===== src/rtl/nonsym_check_pkg.sv =====
// rtl/nonsym_check_pkg.sv - shared types and constants for the nonsym pattern checker
package nonsym_check_pkg;

  typedef enum logic [1:0] {ST_IDLE, ST_RUN, ST_DONE} state_t;

  typedef enum logic [1:0] {PM_COUNTER, PM_LFSR, PM_WALK, PM_CONST} pattern_mode_t;

  // Galois right-shift taps for x^32 + x^22 + x^2 + x + 1
  localparam logic [31:0] LFSR_TAPS  = 32'h8020_0003;
  localparam logic [31:0] NO_ERR_IDX = 32'hFFFF_FFFF;

endpackage


===== src/rtl/nonsym_pattern_gen.sv =====
// rtl/nonsym_pattern_gen.sv - pattern generator presenting two words per beat
module nonsym_pattern_gen
  import nonsym_check_pkg::*;
#(
  parameter int HALF_W = 32
) (
  input  logic              okClk,
  input  logic              reset_n,
  input  logic              reload,
  input  logic              step,
  input  pattern_mode_t     pattern_mode,
  input  logic [HALF_W-1:0] pattern_seed,
  output logic [HALF_W-1:0] cur_word,
  output logic [HALF_W-1:0] next_word
);

  function automatic logic [HALF_W-1:0] seed_word(input pattern_mode_t m, input logic [HALF_W-1:0] s);
    case (m)
      PM_LFSR: seed_word = (s == '0) ? HALF_W'(1) : s;
      PM_WALK: seed_word = HALF_W'(1);
      default: seed_word = s;
    endcase
  endfunction

  function automatic logic [HALF_W-1:0] step_word(input pattern_mode_t m, input logic [HALF_W-1:0] w);
    case (m)
      PM_COUNTER: step_word = w + HALF_W'(1);
      PM_LFSR:    step_word = (w >> 1) ^ (w[0] ? HALF_W'(LFSR_TAPS) : '0);
      PM_WALK:    step_word = {w[HALF_W-2:0], w[HALF_W-1]};
      default:    step_word = w;
    endcase
  endfunction

  pattern_mode_t     mode_q, eff_mode;
  logic [HALF_W-1:0] word_q;
  logic              fresh_q;

  // Until the first reload or step the generator follows the live seed rule.
  assign eff_mode  = fresh_q ? pattern_mode : mode_q;
  assign cur_word  = fresh_q ? seed_word(pattern_mode, pattern_seed) : word_q;
  assign next_word = step_word(eff_mode, cur_word);

  always_ff @(posedge okClk or negedge reset_n) begin
    if (!reset_n) begin
      fresh_q <= 1'b1;
      mode_q  <= PM_COUNTER;
      word_q  <= '0;
    end else if (reload) begin
      fresh_q <= 1'b0;
      mode_q  <= pattern_mode;
      word_q  <= seed_word(pattern_mode, pattern_seed);
    end else if (step) begin
      fresh_q <= 1'b0;
      mode_q  <= eff_mode;
      word_q  <= step_word(eff_mode, next_word);
    end
  end

endmodule


===== config.mk =====
export PLATFORM = sky130hd
export DESIGN_NAME = nonsym_pattern_gen
export DESIGN_NICKNAME = d
export VERILOG_FILES = /design/src/rtl/nonsym_check_pkg.sv /design/src/rtl/nonsym_pattern_gen.sv
export SDC_FILE = /design/constraint.sdc
export NUM_CORES = 1
export LEC_CHECK = 0
export CAP_MARGIN = 20
export CORE_ASPECT_RATIO = 1.5
export CORE_UTILIZATION = 30
export CTS_BUF_LIST = sky130_fd_sc_hd__clkbuf_2 sky130_fd_sc_hd__clkbuf_4 sky130_fd_sc_hd__clkbuf_8
export DETAILED_ROUTE_END_ITERATION = 8
export GPL_ROUTABILITY_DRIVEN = 0
export GPL_TIMING_DRIVEN = 0
export PLACE_DENSITY = 0.6
export SYNTH_ARGS = -nofsm -noshare
export SYNTH_HDL_FRONTEND = slang
export SYNTH_SLANG_ARGS = --single-unit

===== constraint.sdc =====
create_clock -name okClk -period 4.7 [get_ports okClk]
set_input_delay 0.705 -clock okClk [delete_from_list [all_inputs] [get_ports okClk]]
set_output_delay 0.705 -clock okClk [all_outputs]
set_load 0.02 [all_outputs]

======== After elaboration in Yosys (flattened, before gate mapping) ========
Index checks and enable logic that the tools add are counted.
storage, ports and cells
  register bits after elaboration ......... 35
  output and inout bits ................... 64
  logic and storage cells ................. 28
cells by class
  add/sub/neg operators ................... 2
  eq/ne operators ......................... 4
  multiplexer cells ....................... 14
  bitwise gates (word level) .............. 2
  reduce and logical (&&, ||, !) cells .... 3
operator list
  cell                                           number
  2-to-1 mux 32 bit                              6
  case mux 32 bit (3 select lines)               2
  adder 32 x 1 -> 32 bit, second input constant  2
  case mux 32 bit (2 select lines)               1
  XOR 31 x 32 -> 32 bit                          2
  zero test 32 bit                               1
  2-to-1 mux 2 bit                               3
  == test 2 x 1 -> 1 bit, second input constant  2
  == test 2 bit, second input constant           2
  zero test 2 bit                                1
  2-to-1 mux 1 bit                               2
  nonzero test 2 bit                             1

======== Logic depth before layout (Yosys ltp) ========
  word-level depth ........................ 12
  mapped depth ............................ 20

======== Worst setup path after synthesis ========
Ideal clock, no wire load.
  kind .................................... input to register
  from .................................... input port pattern_mode[0]
  to ...................................... register word_q[28]
  data arrival time ....................... 4.963 ns
  data required time ...................... 4.569 ns
  setup slack ............................. -0.393 ns
  stages on the path ...................... 20
  cell sequence ........................... inv_1 ha_1 buf_4 or3_1 a31oi_2 buf_2 nor2_1 ha_1 clkbuf_1 nor2_1 nand4_1 o41ai_1 nor4_2 ha_1 and3_1 buf_2 nand3_1 nor4_1 xnor2_1 o21ai_1
on the way
  longest elaborated chain between the ends .. 10
  elaborated cells between the ends (all ways) .. 17
  classes of those cells .................. add/sub: 2; eq/ne: 4; mux: 8; bitwise: 2; reduce/logical: 1
RTL lines
  element                                                         line                      source
  from (decl)                                                     nonsym_pattern_gen.sv:11  input pattern_mode_t pattern_mode,
  == test 2 bit / == test 2 x 1 -> 1 bit (equally long branches)  nonsym_pattern_gen.sv:18  case (m)
  case mux 32 bit (2 select lines) *                              nonsym_pattern_gen.sv:18
  2-to-1 mux 32 bit *                                             nonsym_pattern_gen.sv:40  assign cur_word = fresh_q ? seed_word(pattern_mode, pattern_seed) : word_q;
  named net cur_word[0]                                           nonsym_pattern_gen.sv:13  output logic [HALF_W-1:0] cur_word,
  branches (longest 2 deep; another with adder 32 x 1 -> 32 bit)  --
  case mux 32 bit (3 select lines) *                              nonsym_pattern_gen.sv:26  case (m)
  named net next_word[0]                                          nonsym_pattern_gen.sv:14  output logic [HALF_W-1:0] next_word
  adder 32 x 1 -> 32 bit *                                        nonsym_pattern_gen.sv:27  PM_COUNTER: step_word = w + HALF_W'(1);
  case mux 32 bit (3 select lines) *                              nonsym_pattern_gen.sv:26
  2-to-1 mux 32 bit *                                             nonsym_pattern_gen.sv:52  end else if (step) begin
  2-to-1 mux 32 bit *                                             nonsym_pattern_gen.sv:48  end else if (reload) begin
  to (signal assigned)                                            nonsym_pattern_gen.sv:51  word_q <= seed_word(pattern_mode, pattern_seed);
  to (signal assigned)                                            nonsym_pattern_gen.sv:55  word_q <= step_word(eff_mode, next_word);
  to (decl)                                                       nonsym_pattern_gen.sv:35  logic [HALF_W-1:0] word_q;
Mark *: on every way through the listed nets, which the timed path passes. The select of a mux whose other input is x is not followed.
A chain may end at the register's enable or synchronous reset.

======== Worst setup path after layout ========
  from .................................... register fresh_q
  to ...................................... register word_q[12]
on the way
  longest elaborated chain between the ends .. 8
  elaborated cells between the ends (all ways) .. 14
  classes of those cells .................. add/sub: 2; eq/ne: 2; mux: 7; bitwise: 2; reduce/logical: 1
RTL lines
  element                                                         line                      source
  from (decl)                                                     nonsym_pattern_gen.sv:36  logic fresh_q;
  from (signal assigned)                                          nonsym_pattern_gen.sv:45  fresh_q <= 1'b1;
  from (signal assigned)                                          nonsym_pattern_gen.sv:49  fresh_q <= 1'b0;
  from (signal assigned)                                          nonsym_pattern_gen.sv:53  fresh_q <= 1'b0;
  branches (longest 5 deep; another with adder 32 x 1 -> 32 bit)  --
  case mux 32 bit (3 select lines) *                              nonsym_pattern_gen.sv:26
  2-to-1 mux 32 bit *                                             nonsym_pattern_gen.sv:52
  2-to-1 mux 32 bit *                                             nonsym_pattern_gen.sv:48
Mark *: on every way between the ends. The select of a mux whose other input is x is not followed.

==> results.py <==
metrics = {
    "synthesis": {
        "synth_seq_cells": 35,
        "synth_warnings": 0,
        "synth_edf_count": 0,
        "synth_area_um2": 6347,
        "yosys.area.top_type": "dfrtp_1",
        "synth_top_cell_area_share_pct": 13.40,
        "ys.flop_type": "dfrtp_1",
        "ys_types": 97,
        "syn_area_per_cell_um2": 6.945,
        "ys_seq_area_share_pct": 13.82,
        "synthTopCellsByArea": "dfrtp_1 (13%), nand2_1 (6.4%), a21oi_1 (5.2%)",
        "async_reset_ff_share_pct": 100.0,
        "synth_fp_nets": 956,
        "synthCells": 914,
    },
    "layout": {
        "final_cells": 1308,
        "antennaDiodeCount": 0,
        "layout_commonest_cell": "nand2_1",
        "final_util_pct": 41.17,
        "drive_gt1_share_pct": 18.30,
        "area_delta_synth_final_pct": 33.47,
        "layout_common_cells": "nand2_1 (107), nor2_1 (72), a21oi_1 (62)",
        "nets": 1086,
    },
    "sta": {
        "slew_headroom_pct": 31.05,
        "finalSetupTns_ns": -0.02196,
        "fmax_mhz": 212.1,
        "hold_slack_ns": 0.3022,
        "skew_ns": 0.01412,
        "period_needed_ns": 4.715,
        "tightest_slew_ns": 1.034,
        "finalWorstSetupSlack_ns": -0.01479,
        "slew_violations": 0,
        "hold_viol_final": 0,
        "setup_viol": 2,
        "fin_crit_sh_pct": 100.3,
        "grt_setup_unrepaired": "true",
    },
    "floorplan": {
        "start_util_pct": 30.84,
        "die_y_um": 180.2,
        "die_area_um2": 21760,
        "coreArea_um2": 20580,
        "rows": 64,
        "ios": 102,
        "dieWidth_um": 120.8,
    },
    "placed_design": {
        "dp.cells": 1278,
        "port_buffers": 99,
        "place_hpwl_um": 26910,
    },
    "flow_run": {
        "maxCapViolations": 0,
    },
    "clock_tree": {
        "cts-root-buf": "clkbuf_8",
        "cts_buffer_depth": 2,
        "cts.clk_slew.worst_paths_ns": 0.09,
        "cts_sinks": 35,
        "insertion_delay_ns": 0.34,
        "cts_tree": "done",
        "cts_buffers": 5,
        "htree_num_levels": 2,
    },
    "critical_path": {
        "cpPeakStageDelay_ns": 0.72,
        "crit_buf_inv": 7,
        "required_ns": 4.89,
        "critPathTopFamily": "buffers and inverters",
        "path_class": "flip-flop to flip-flop",
        "setup.worst_path.start_class": "flip-flop",
        "crit_slowest_cell": "clkbuf_1",
        "r2r_slack_ns": -0.01,
        "cp-end-kind": "flip-flop",
        "crit_fanout": 10,
        "critPathArrivalTime_ns": 4.91,
        "cp_cell_sequence": "buf_6 > buf_6 > mux2i_4 > clkbuf_2 > clkbuf_2 > buf_2 > buf_2 > clkbuf_1 > nand2_1 > o221ai_1 > a21oi_1",
    },
    "grt": {
        "grt_max_degree": 22,
        "antenna_found_initial": 0,
        "first_global_vias": 8668,
        "grt_pass1_wl_um": 54760,
        "overflow": 0,
        "grtUsageTotal_pct": 34.00,
    },
    "detailed_routing": {
        "postRouteAntennaNets": 0,
        "wl_per_cell_um": 28.38,
        "drc_errors": 0,
        "detail_route.first_pass.iterations": 6,
        "avgViaCountPerCell": 6.872,
        "totalWireLength_um": 37120,
        "vias": 8988,
        "drt_iter0_markers": 1494,
    },
    "hold_path": {
        "hold_path_class": "primary input to asynchronous set/reset pin",
    },
    "status": {
        "status": "complete, but fails checks",
        "violations": "negative setup slack",
    },
    "pwr": {
        "power_leakage_nw": 3.213,
        "finalPower_mw": 2.327,
        "p_per_area_nw_per_um2": 274.7,
        "vdd_ir_drop_max_uv": 112.9,
    },
}
==> path summary, 6_finish.rpt <==
path / start / end / depth (start not counted)
worst max-delay path: fresh_q$_DFFE_PN1P_ / word_q[12]$_DFFE_PN0P_ / 11
worst max register to register: fresh_q$_DFFE_PN1P_ / word_q[12]$_DFFE_PN0P_ / 11
worst min-delay path: reset_n / word_q[2]$_DFFE_PN0P_ / 1
min in group okClk: word_q[1]$_DFFE_PN0P_ / word_q[1]$_DFFE_PN0P_ / 2
max in group asynchronous: reset_n / word_q[13]$_DFFE_PN0P_ / 2
worst min register to register: word_q[1]$_DFFE_PN0P_ / word_q[1]$_DFFE_PN0P_ / 2
==> worst register-to-register path, stage by stage (launching register included) <==
cell	delay, ns
dfstp_2	0.54
buf_6	0.15
buf_6	0.21
mux2i_4	0.50
clkbuf_2	0.40
clkbuf_2	0.38
buf_2	0.35
buf_2	0.38
clkbuf_1	0.72
nand2_1	0.31
o221ai_1	0.56
a21oi_1	0.08
==> repair_timing <==
action,in CTS,in global routing
setup endpoints to repair,70,51
pin swaps,18,13
setup buffers,17,8
gates cloned,0,1
hold buffers,0,0
gates resized for setup,131,40
==> flip-flops by register name (all words and copies together) (netlist names) <==
name and count:
word_q 32, mode_q 2, fresh_q 1
==> synthesized netlist by cell type, types with 6 or more instances <==
cell type  count
nand2_1      109
nor2_1        73
a21oi_1       66
o21ai_0       59
inv_1         37
nand3_1       37
dfrtp_1       34
clkbuf_1      33
nor3_1        33
nor4_1        25
buf_2         22
xnor2_1       22
o211ai_1      20
a211oi_1      19
nand4_1       18
nand2b_1      16
a22oi_1       15
a31oi_1       15
nor2b_1       15
and2_1        12
and3_1        12
mux2i_1       12
a221oi_1      11
o22ai_1       11
o31ai_1       10
o21ai_1        8
o221ai_1       8
a221o_1        7
a32o_1         7
buf_1          6
==> layout make-up <==
cell class              instances  area (um2)
clock buffers                   6       82.58
well taps                     264       330.3
inverters                      39       146.4
plain buffers                  71       457.9
fillers                      2140       12110
multi-input cells             766        5418
clock inverters                 1       5.005
repair buffers                126        1155
flip-flops and latches         35       877.1
==> cells by family (layout without fill, tap and decap cells) <==
family | after synthesis | in the layout | share of synthesized area, %
AOI/OAI and AO/OA | 334 | 334 | 38.97
buffers and inverters | 113 | 243 | 8.811
and+or+nand+nor | 385 | 385 | 30.93
xor gates and xnor gates | 27 | 27 | 3.725
adders and majority gates | 4 | 4 | 0.7885
DFF | 35 | 35 | 13.82
muxes | 16 | 16 | 2.957
==> layer usage <==
layer	vias to the layer above	routed length (um)	track usage, %
met4	0	3842	27.41
met2	823	16060	52.57
met5	-	0	0
met3	271	4450	8.481
li1	3757	-	-
met1	4137	12760	39.40
==> stage by stage <==
step | setup slack (ns) | area [um2]
after floorplan | 0.01760 | 6419
after global placement | -1.680 | 7740
after detailed placement | -1.720 | 7755
after CTS | -0.1320 | 8270
after global routing | -0.05289 | 8472
final | -0.01479 | 8472
==> power breakdown <==
part           switching, mW  total [mW]  internal, mW
Sequential            0.0519       0.400         0.348
Clock                  0.160       0.276         0.116
Combinational           1.07        1.65         0.585
(Power assumes the default switching activity.)
